===== src/rtl/mem_master_pkg.sv =====
// mem_master_pkg: FSM state type and default width constants shared by mem_master.
// Macro MEM_MASTER_VERIFY_EN adds the CHK state used by write readback.
package mem_master_pkg;
    localparam int DEF_ADDR_W     = 16;
    localparam int DEF_DATA_W     = 8;
    localparam int DEF_FIFO_DEPTH = 4;
    localparam int DEF_RD_LAT     = 1;
`ifdef MEM_MASTER_VERIFY_EN
    typedef enum logic [2:0] {S_IDLE, S_WR, S_RD, S_WAIT, S_CHK} state_e;
`else
    typedef enum logic [1:0] {S_IDLE, S_WR, S_RD, S_WAIT} state_e;
`endif
endpackage


===== src/rtl/mem_master_fifo.sv =====
// mem_master_fifo: command FIFO, DEPTH entries (power of two), show-ahead read.
// Ports: clk, rst_n (async active-low); push/wdata write side; pop/rdata head side;
// full, empty status derived from registered pointers only.
module mem_master_fifo
    import mem_master_pkg::*;
#(
    parameter int DEPTH = DEF_FIFO_DEPTH,
    parameter int W     = 1 + DEF_ADDR_W + DEF_DATA_W
) (
    input  logic         clk,
    input  logic         rst_n,
    input  logic         push,
    input  logic         pop,
    input  logic [W-1:0] wdata,
    output logic [W-1:0] rdata,
    output logic         full,
    output logic         empty
);
    localparam int AW = $clog2(DEPTH);
    logic [W-1:0] mem_q [DEPTH];
    logic [AW:0]  wp_q, rp_q;
    logic         do_push, do_pop;
    assign do_push = push && !full;
    assign do_pop  = pop && !empty;
    always_ff @(posedge clk) begin
        if (do_push) mem_q[wp_q[AW-1:0]] <= wdata;
    end
    // Extra pointer bit distinguishes full from empty; pointers wrap naturally at DEPTH.
    always_ff @(posedge clk or negedge rst_n) begin
        if (!rst_n) begin
            wp_q <= '0;
            rp_q <= '0;
        end else begin
            wp_q <= wp_q + {{AW{1'b0}}, do_push};
            rp_q <= rp_q + {{AW{1'b0}}, do_pop};
        end
    end
    assign empty = wp_q == rp_q;
    assign full  = (wp_q ^ rp_q) == {1'b1, {AW{1'b0}}};
    assign rdata = mem_q[rp_q[AW-1:0]];
endmodule


===== src/rtl/mem_master.sv =====
// mem_master: queues read/write commands and executes them against a simple memory slave.
// Ports: clk, rst_n (async active-low); cmd_valid/cmd_ready/cmd_write/cmd_addr/cmd_wdata command
// input; rsp_valid/rsp_addr/rsp_rdata read response; busy; mem_addr/mem_data_in/mem_data_out/
// mem_read/mem_write memory side; err_cnt readback mismatch count.
// Macro MEM_MASTER_VERIFY_EN: each write is followed by a readback compare (RD, WAIT, CHK).
module mem_master
    import mem_master_pkg::*;
#(
    parameter int ADDR_W     = DEF_ADDR_W,
    parameter int DATA_W     = DEF_DATA_W,
    parameter int FIFO_DEPTH = DEF_FIFO_DEPTH,
    parameter int RD_LAT     = DEF_RD_LAT
) (
    input  logic              clk,
    input  logic              rst_n,
    input  logic              cmd_valid,
    output logic              cmd_ready,
    input  logic              cmd_write,
    input  logic [ADDR_W-1:0] cmd_addr,
    input  logic [DATA_W-1:0] cmd_wdata,
    output logic              rsp_valid,
    output logic [ADDR_W-1:0] rsp_addr,
    output logic [DATA_W-1:0] rsp_rdata,
    output logic              busy,
    output logic [ADDR_W-1:0] mem_addr,
    output logic [DATA_W-1:0] mem_data_in,
    input  logic [DATA_W-1:0] mem_data_out,
    output logic              mem_read,
    output logic              mem_write,
    output logic [7:0]        err_cnt
);
    localparam int CMD_W = 1 + ADDR_W + DATA_W;
    logic [CMD_W-1:0]  head;
    logic              full, empty, push, pop;
    logic              h_write;
    logic [ADDR_W-1:0] h_addr;
    logic [DATA_W-1:0] h_data;
    state_e            state_q;
    logic [2:0]        cnt_q;
    logic [DATA_W-1:0] sample_q;
    logic              mem_read_q, mem_write_q, rsp_valid_q;
    logic [ADDR_W-1:0] mem_addr_q, rsp_addr_q;
    logic [DATA_W-1:0] mem_data_in_q, rsp_rdata_q;
    logic              wait_end, rsp_fire, done;
    assign cmd_ready = !full;
    assign push      = cmd_valid && !full;
    mem_master_fifo #(.DEPTH(FIFO_DEPTH), .W(CMD_W)) u_fifo (
        .clk   (clk),
        .rst_n (rst_n),
        .push  (push),
        .pop   (pop),
        .wdata ({cmd_write, cmd_addr, cmd_wdata}),
        .rdata (head),
        .full  (full),
        .empty (empty)
    );
    assign h_write  = head[CMD_W-1];
    assign h_addr   = head[DATA_W +: ADDR_W];
    assign h_data   = head[DATA_W-1:0];
    // WAIT spans RD_LAT+1 cycles: data is captured on its RD_LAT-th edge, the response is issued on the last.
    assign wait_end = state_q == S_WAIT && cnt_q == 3'(RD_LAT);
`ifdef MEM_MASTER_VERIFY_EN
    logic       rb_q;
    logic [7:0] err_q;
    assign rsp_fire = wait_end && !rb_q;
    assign done     = state_q == S_IDLE || state_q == S_CHK || rsp_fire;
    assign err_cnt  = err_q;
`else
    assign rsp_fire = wait_end;
    assign done     = state_q == S_IDLE || state_q == S_WR || rsp_fire;
    assign err_cnt  = 8'd0;
`endif
    // done marks the edge where the current operation retires and the next head may launch.
    assign pop = done && !empty;
    always_ff @(posedge clk or negedge rst_n) begin
        if (!rst_n) begin
            state_q       <= S_IDLE;
            cnt_q         <= '0;
            sample_q      <= '0;
            mem_read_q    <= 1'b0;
            mem_write_q   <= 1'b0;
            mem_addr_q    <= '0;
            mem_data_in_q <= '0;
            rsp_valid_q   <= 1'b0;
            rsp_addr_q    <= '0;
            rsp_rdata_q   <= '0;
`ifdef MEM_MASTER_VERIFY_EN
            rb_q          <= 1'b0;
            err_q         <= 8'd0;
`endif
        end else begin
            mem_read_q  <= 1'b0;
            mem_write_q <= 1'b0;
            rsp_valid_q <= 1'b0;
            cnt_q       <= cnt_q + 3'd1;
            if (state_q == S_RD) begin
                state_q <= S_WAIT;
                cnt_q   <= '0;
            end
            if (state_q == S_WAIT && cnt_q == 3'(RD_LAT - 1)) sample_q <= mem_data_out;
            if (rsp_fire) begin
                rsp_valid_q <= 1'b1;
                rsp_addr_q  <= mem_addr_q;
                rsp_rdata_q <= sample_q;
            end
`ifdef MEM_MASTER_VERIFY_EN
            // Readback reuses the held write address; the held write data is the reference.
            if (state_q == S_WR) begin
                state_q    <= S_RD;
                mem_read_q <= 1'b1;
                rb_q       <= 1'b1;
            end
            if (wait_end && rb_q) state_q <= S_CHK;
            if (state_q == S_CHK && sample_q != mem_data_in_q && err_q != 8'hFF) err_q <= err_q + 8'd1;
`endif
            if (done) begin
                state_q <= S_IDLE;
                if (!empty) begin
                    state_q     <= h_write ? S_WR : S_RD;
                    mem_write_q <= h_write;
                    mem_read_q  <= !h_write;
                    mem_addr_q  <= h_addr;
                    if (h_write) mem_data_in_q <= h_data;
`ifdef MEM_MASTER_VERIFY_EN
                    rb_q        <= 1'b0;
`endif
                end
            end
        end
    end
    assign busy        = !empty || state_q != S_IDLE;
    assign mem_read    = mem_read_q;
    assign mem_write   = mem_write_q;
    assign mem_addr    = mem_addr_q;
    assign mem_data_in = mem_data_in_q;
    assign rsp_valid   = rsp_valid_q;
    assign rsp_addr    = rsp_addr_q;
    assign rsp_rdata   = rsp_rdata_q;
endmodule


===== config.mk =====
export PLATFORM = sky130hd
export DESIGN_NAME = mem_master
export DESIGN_NICKNAME = d
export VERILOG_FILES = /design/src/rtl/mem_master_pkg.sv /design/src/rtl/mem_master_fifo.sv /design/src/rtl/mem_master.sv
export SDC_FILE = /design/constraint.sdc
export NUM_CORES = 1
export LEC_CHECK = 0
export CELL_PAD_IN_SITES_DETAIL_PLACEMENT = 2
export CELL_PAD_IN_SITES_GLOBAL_PLACEMENT = 2
export CORE_MARGIN = 10
export CORE_UTILIZATION = 30
export CTS_BUF_LIST = sky130_fd_sc_hd__clkbuf_4 sky130_fd_sc_hd__clkbuf_8 sky130_fd_sc_hd__clkbuf_16
export CTS_CLUSTER_SIZE = 16
export DETAILED_ROUTE_END_ITERATION = 7
export PLACE_DENSITY_LB_ADDON = 0.1
export SYNTH_ARGS = -nofsm -noshare
export SYNTH_HDL_FRONTEND = slang
export SYNTH_SLANG_ARGS = --single-unit

===== constraint.sdc =====
create_clock -name clk -period 5.9 [get_ports clk]
set_input_delay 0.885 -clock clk [delete_from_list [all_inputs] [get_ports clk]]
set_output_delay 0.885 -clock clk [all_outputs]
set_load 0.01 [all_outputs]

# After elaboration in Yosys (flattened, before gate mapping)
# Memories as Yosys holds them, arrays and structs flattened.
# Cells that the tools add are included.
[word_totals] ff_bits=70 mem_bits_rw=100 inputBits=36 output_inout_bits=61 wordCells=54 memories=1
[memory_table] memory="u_fifo.mem_q" depth=4 width=25 read_ports=1 rd_ports_with_merged_regs=0 write_ports=1 line_no="mem_master_fifo.sv:20" rtl="logic [W-1:0] mem_q [DEPTH];"
[classes] n_addsub=3 eq_ne=6 mux=12 bitwise=2 n_reduce_logical=18
[ops] cell="$mux 2" count=4
[ops] cell="$mux 1" count=7
[ops] cell="$add 3x1->3" count=2
[ops] cell="$logic_and 1x1->1" count=6
[ops] cell="$eq 2x2->1 const B" count=2
[ops] cell="$reduce_bool 2->1" count=2
[ops] cell="$add 3x1->3 const B" count=1
[ops] cell="$eq 3x1->1 const B" count=1
[ops] cell="$eq 3x3->1" count=1
[ops] cell="$eq 3x3->1 const B" count=1
[ops] cell="$logic_not 1->1" count=3
[ops] cell="$logic_not 3->1" count=1
[ops] cell="$logic_or 1x1->1" count=3
[ops] cell="$mux 3" count=1
[ops] cell="$reduce_and 3->1" count=1
[ops] cell="$xor 3x3->3" count=1
[ops] cell="$eq 2x1->1 const B" count=1
[ops] cell="$logic_not 2->1" count=1
[ops] cell="$reduce_and 2->1" count=1
[ops] cell="$not 1->1" count=1

# Depth between registers and ports, before layout
[logic_depth] ltp_word=7 ltp_mapped=8 depth_no_buf=7

# Modules after synthesis
# From an unflattened synthesis, not the netlist that was laid out.
[unflattened] hier_cells=320 area_unflattened_um2=6597.6
[modules_own_cells] module="mem_master_fifo" n_inst=1 cells_per_inst=161 area_per_inst_um2=3998.8 seq_area_each_um2=3153.0
[modules_own_cells] module="mem_master" n_inst=1 cells_per_inst=159 area_per_inst_um2=2598.7 seq_area_each_um2=1601.5

# Least setup slack after synthesis
# Ideal clock, no wire load.
[synth_timing] path_kind="reg2reg" start="register u_fifo.rp_q[1]" end="memory u_fifo.mem_q[2][0] (netlist bit), enable pin" setup_ps=444 arrival_ps=2898 required_ps=5456 setup_slack_ps=2558 path_stages_with_launch=6 n_path_buf=1 period_less_slack_ps=3342 path_cell_list="dfrtp_1 -> buf_4 -> xnor2_1 -> nand3_1 -> nand2_1 -> nor3b_1"
[synth_between] elab_chain_cells=7
[synth_lines] item="start, declared" line_no="mem_master_fifo.sv:21" rtl="logic [AW:0] wp_q, rp_q;"
[synth_lines] item="start signal, assigned" line_no="mem_master_fifo.sv:35" rtl="rp_q <= rp_q + {{AW{1'b0}}, do_pop};"
[synth_lines] item="$xor 3x3->3 (*)" line_no="mem_master_fifo.sv:39" rtl="assign full = (wp_q ^ rp_q) == {1'b1, {AW{1'b0}}};"
[synth_lines] item="$eq 3x3->1 (*)" line_no="mem_master_fifo.sv:39"
[synth_lines] item="$logic_not 1->1 (*)"
[synth_lines] item="net cmd_ready" line_no="mem_master.sv:17" rtl="output logic cmd_ready,"
[synth_lines] item="$logic_and 1x1->1" line_no="mem_master.sv:46" rtl="assign push = cmd_valid && !full;"
[synth_lines] item="$logic_and 1x1->1 (*)" line_no="mem_master_fifo.sv:23" rtl="assign do_push = push && !full;"
[synth_lines] item="$mux 1 (*)" line_no="mem_master_fifo.sv:26" rtl="if (do_push) mem_q[wp_q[AW-1:0]] <= wdata;"
[synth_lines] item="$mux 1 (not written as such) (*)" line_no="mem_master_fifo.sv:26"
[synth_lines] item="end, declared" line_no="mem_master_fifo.sv:20"
# The timed path passes the listed nets; every way through them passes the cells marked *.

# Worst setup path in the final report
[layout_timing] start="register u_fifo.rp_q[0]" end="output busy"
[layout_between] elab_chain_cells=3
[layout_lines] item="$eq 3x3->1" line_no="mem_master_fifo.sv:38" rtl="assign empty = wp_q == rp_q;"
[layout_lines] item="$logic_not 1->1" line_no="mem_master.sv:131" rtl="assign busy = !empty || state_q != S_IDLE;"
[layout_lines] item="$logic_or 1x1->1" line_no="mem_master.sv:131"
[layout_lines] item="end, declared" line_no="mem_master.sv:24" rtl="output logic busy,"
# No other way between the ends.

==> impl_results.md <==
- Status: completed
- Core area: 21020 um^2
- Placer Congestion: 0.6540
- Ports: 97
- Mapped Cells: 312
- Reg2reg setup slack: 3120 ps
- HPWL Detailed: 8.812 mm
- Die Y: 166.1 um
- Peak Freq: 291.8 MHz
- Sequential power share: 0.434
- Initial antenna violation count: 0
- CTS tree: built
- Worst Path Required: 5020 ps
- Post-cts resize count: 0
- Register-to-Register Path Depth: 4
- Crit-path slowest cell: dfrtp_2
- Fin crit period: 3426 ps
- Root Driver: clkbuf_16
- Routed wire length: 14.08 mm
- Ant. Diodes: 0
- Post-synth EDFFs: 100
- CTS H-tree lvls: 4
- Post-CTS setup repair buffer count: 0
- Worst-Margin Slew: 1019 ps
- Worst Clk Skew: 13.66 ps
- RSZ-0062 raised after global routing: false
- Net count reported at finish: 457
- # DRC: 0
- Cell Area, Synth: 6400 um^2
- P_sw: 1355 uW
- Drt wl/cell: 20.06 um
- Period utilization: 0.5808
- Internal power: 3120 uW
- DRT iter0 DRCs: 97
- Register area share after synthesis: 0.7429
- Drt first pass iters: 4
- Syn_area_per_cell: 20.51 um^2
- Hold WC Path Type: register to register
- CTS buffer count: 17
- Synth top area cells: edfxtp_1, dfrtp_1, mux2_2
- Vias in the first global route: 3603
- Die ar.: 27580 um^2
- Final Hold Fails: 0
- Clk network pwr share: 0.226
- Synth cell types: 27
- Final setup violation count: 0
- Yosys warns: 0
- Detail Route Antenna Nets: 0
- PD cells: 551.0 nW/um^2
- CTS sink cnt: 170
- Worst setup EP type: output port
- Drt via density: 4.477
- Port Buffers: 88
- Slowest stage delay, CP: 1040 ps
- Dominant synthesized flop cell: edfxtp_1
- Commonest non-fill, non-tap cells in the layout: edfxtp_1, clkdlybuf4s50_1, dfrtp_1
- Top cell type's share of synthesized area: 0.4692
- Clk buf depth: 2
- Combinational Power Share: 0.340
- Critical-path cell list: xnor2_2, and3_1, nand2_1, clkdlybuf4s50_1
- Hold buffer count at cts: 0
- Max transition margin: 0.3205
- Reg-to-Reg End: mem_data_in[6]
- Crit path from: u_fifo.rp_q[0]
- Startpoint types: register
- Gr usage total: 0.1058
- Hold_sp: cnt_q[0]
- Total Power: 4475 uW
- Placed cell areas: 7586 um^2
- Hold Crit Depth: 1
- Grt total ovfl: 0
- Die W: 166.1 um
- Setup TNS: 0 ps
- Critical R2R Launch: u_fifo.rp_q[0]
- # rows: 53
- Most common cell after layout, fill and taps aside: edfxtp_1
- Synth area leader: edfxtp_1
- CTS clock-pin slew for the worst setup and hold paths: 60 ps
- Overall via count from detail_route: 3143
- Final Max Slew Viols: 0
- Crit path DAT: 2540 ps
- Initial core utilization: 0.3044
- Leak Pwr: 0.002973 uW
- Layout cells sized above 1: 0.2951
- Final instance area: 8122 um^2
- Largest net degree at the start of global routing: 71
- Clk_lat worst skew: 420 ps
- Synth Register Bits: 170
- First-pass GRT wire length: 22.33 mm
- Type of the worst setup path: register to output port
- Max cap viols: 0
- WHS Endpoint: cnt_q[0]
- Peak VDD IR: 228.6 uV
- Critical Path Fanout Max: 27
- Area growth syn-to-layout: 26.90%
- Switching Fraction: 0.3028
- Asr flop ratio synth: 0.4118
[worst max-delay path: cells and delay by family, from the launching register on]
kind,cells,cell delay (ps)
buffers and inverters,1,540
flip-flops,1,1040
AND/OR/NAND/NOR,2,330
XOR/XNOR,1,220
[Yosys cell counts, drive strengths merged, types with 3 or more instances]
| master | number |
|---|---|
| buf | 15 |
| mux4 | 25 |
| nor2 | 3 |
| dfrtp | 70 |
| ha | 7 |
| xnor2 | 4 |
| inv | 6 |
| xor2 | 3 |
| edfxtp | 100 |
| nand2 | 6 |
| mux2 | 56 |
[layout make-up]
| class | count | area (um^2) |
|---|---|---|
| Fill cell | 2005 | 12900 |
| Sequential cell | 170 | 4756 |
| Multi-Input combinational cell | 126 | 1548 |
| Timing Repair Buffer | 93 | 915.9 |
| Clock buffer | 21 | 461.7 |
| Tap cell | 275 | 344.1 |
| Clock inverter | 11 | 73.82 |
| Inverter | 6 | 22.52 |
[registers in the layout, indices dropped and copies added (netlist names)]
name          cells
cnt_q             3
mem_addr         16
mem_data_in       8
mem_read          1
mem_write         1
rsp_addr         16
rsp_rdata         8
rsp_valid         1
sample_q          8
state_q           2
u_fifo.mem_q    100
u_fifo.rp_q       3
u_fifo.wp_q       3
[how the worst max path moves through the flow]
stage,slack (ps),endpoint
after detailed placement,2790,busy
after global placement,2800,busy
after CTS,2350,busy
final,2470,busy
after global routing,2210,busy
after floorplan,2560,u_fifo.mem_q[2][0]
[routing by layer]
metal	vias up	GRT usage	wire, um
met3	15	0.03620	721
li1	1387	-	-
met5	-	0	0
met1	1669	0.1259	6174
met4	0	0.03929	222
met2	72	0.1734	6963
[kinds of logic after synthesis]
logic type / count (synthesis) / share of synthesized area
buf+inv: 23 / 0.02190
flops: 170 / 0.7429
compound gates: 3 / 0.005866
xor+xnor: 7 / 0.01075
fa+ha+maj: 7 / 0.01368
other cells: 1 / 0.0005859
mux: 81 / 0.1865
simple gates: 20 / 0.01779
[through the flow]
stage / cells / setup WS, ps / util / hold WS, ps
floorplan: 319 / 2558 / - / 460.2
global placement: 670 / 2801 / 0.3609 / 480.1
detailed placement: 670 / 2793 / 0.3609 / 492.2
CTS: 702 / 2347 / 0.3863 / 506.3
global route: 702 / 2210 / 0.3863 / 525.1
finish: 702 / 2474 / 0.3863 / 501.4
[power by group through the flow]
stage | Clock, uW | Combinational [uW] | Sequential [uW]
final | 1010 | 1520 | 1940
after global routing | 1100 | 1670 | 2010
after CTS | 1050 | 1580 | 1960
after detailed placement | 0 | 1570 | 1980
after global placement | 0 | 1550 | 1960
after floorplan | 0 | 887 | 1950
(Power assumes the default switching activity.)
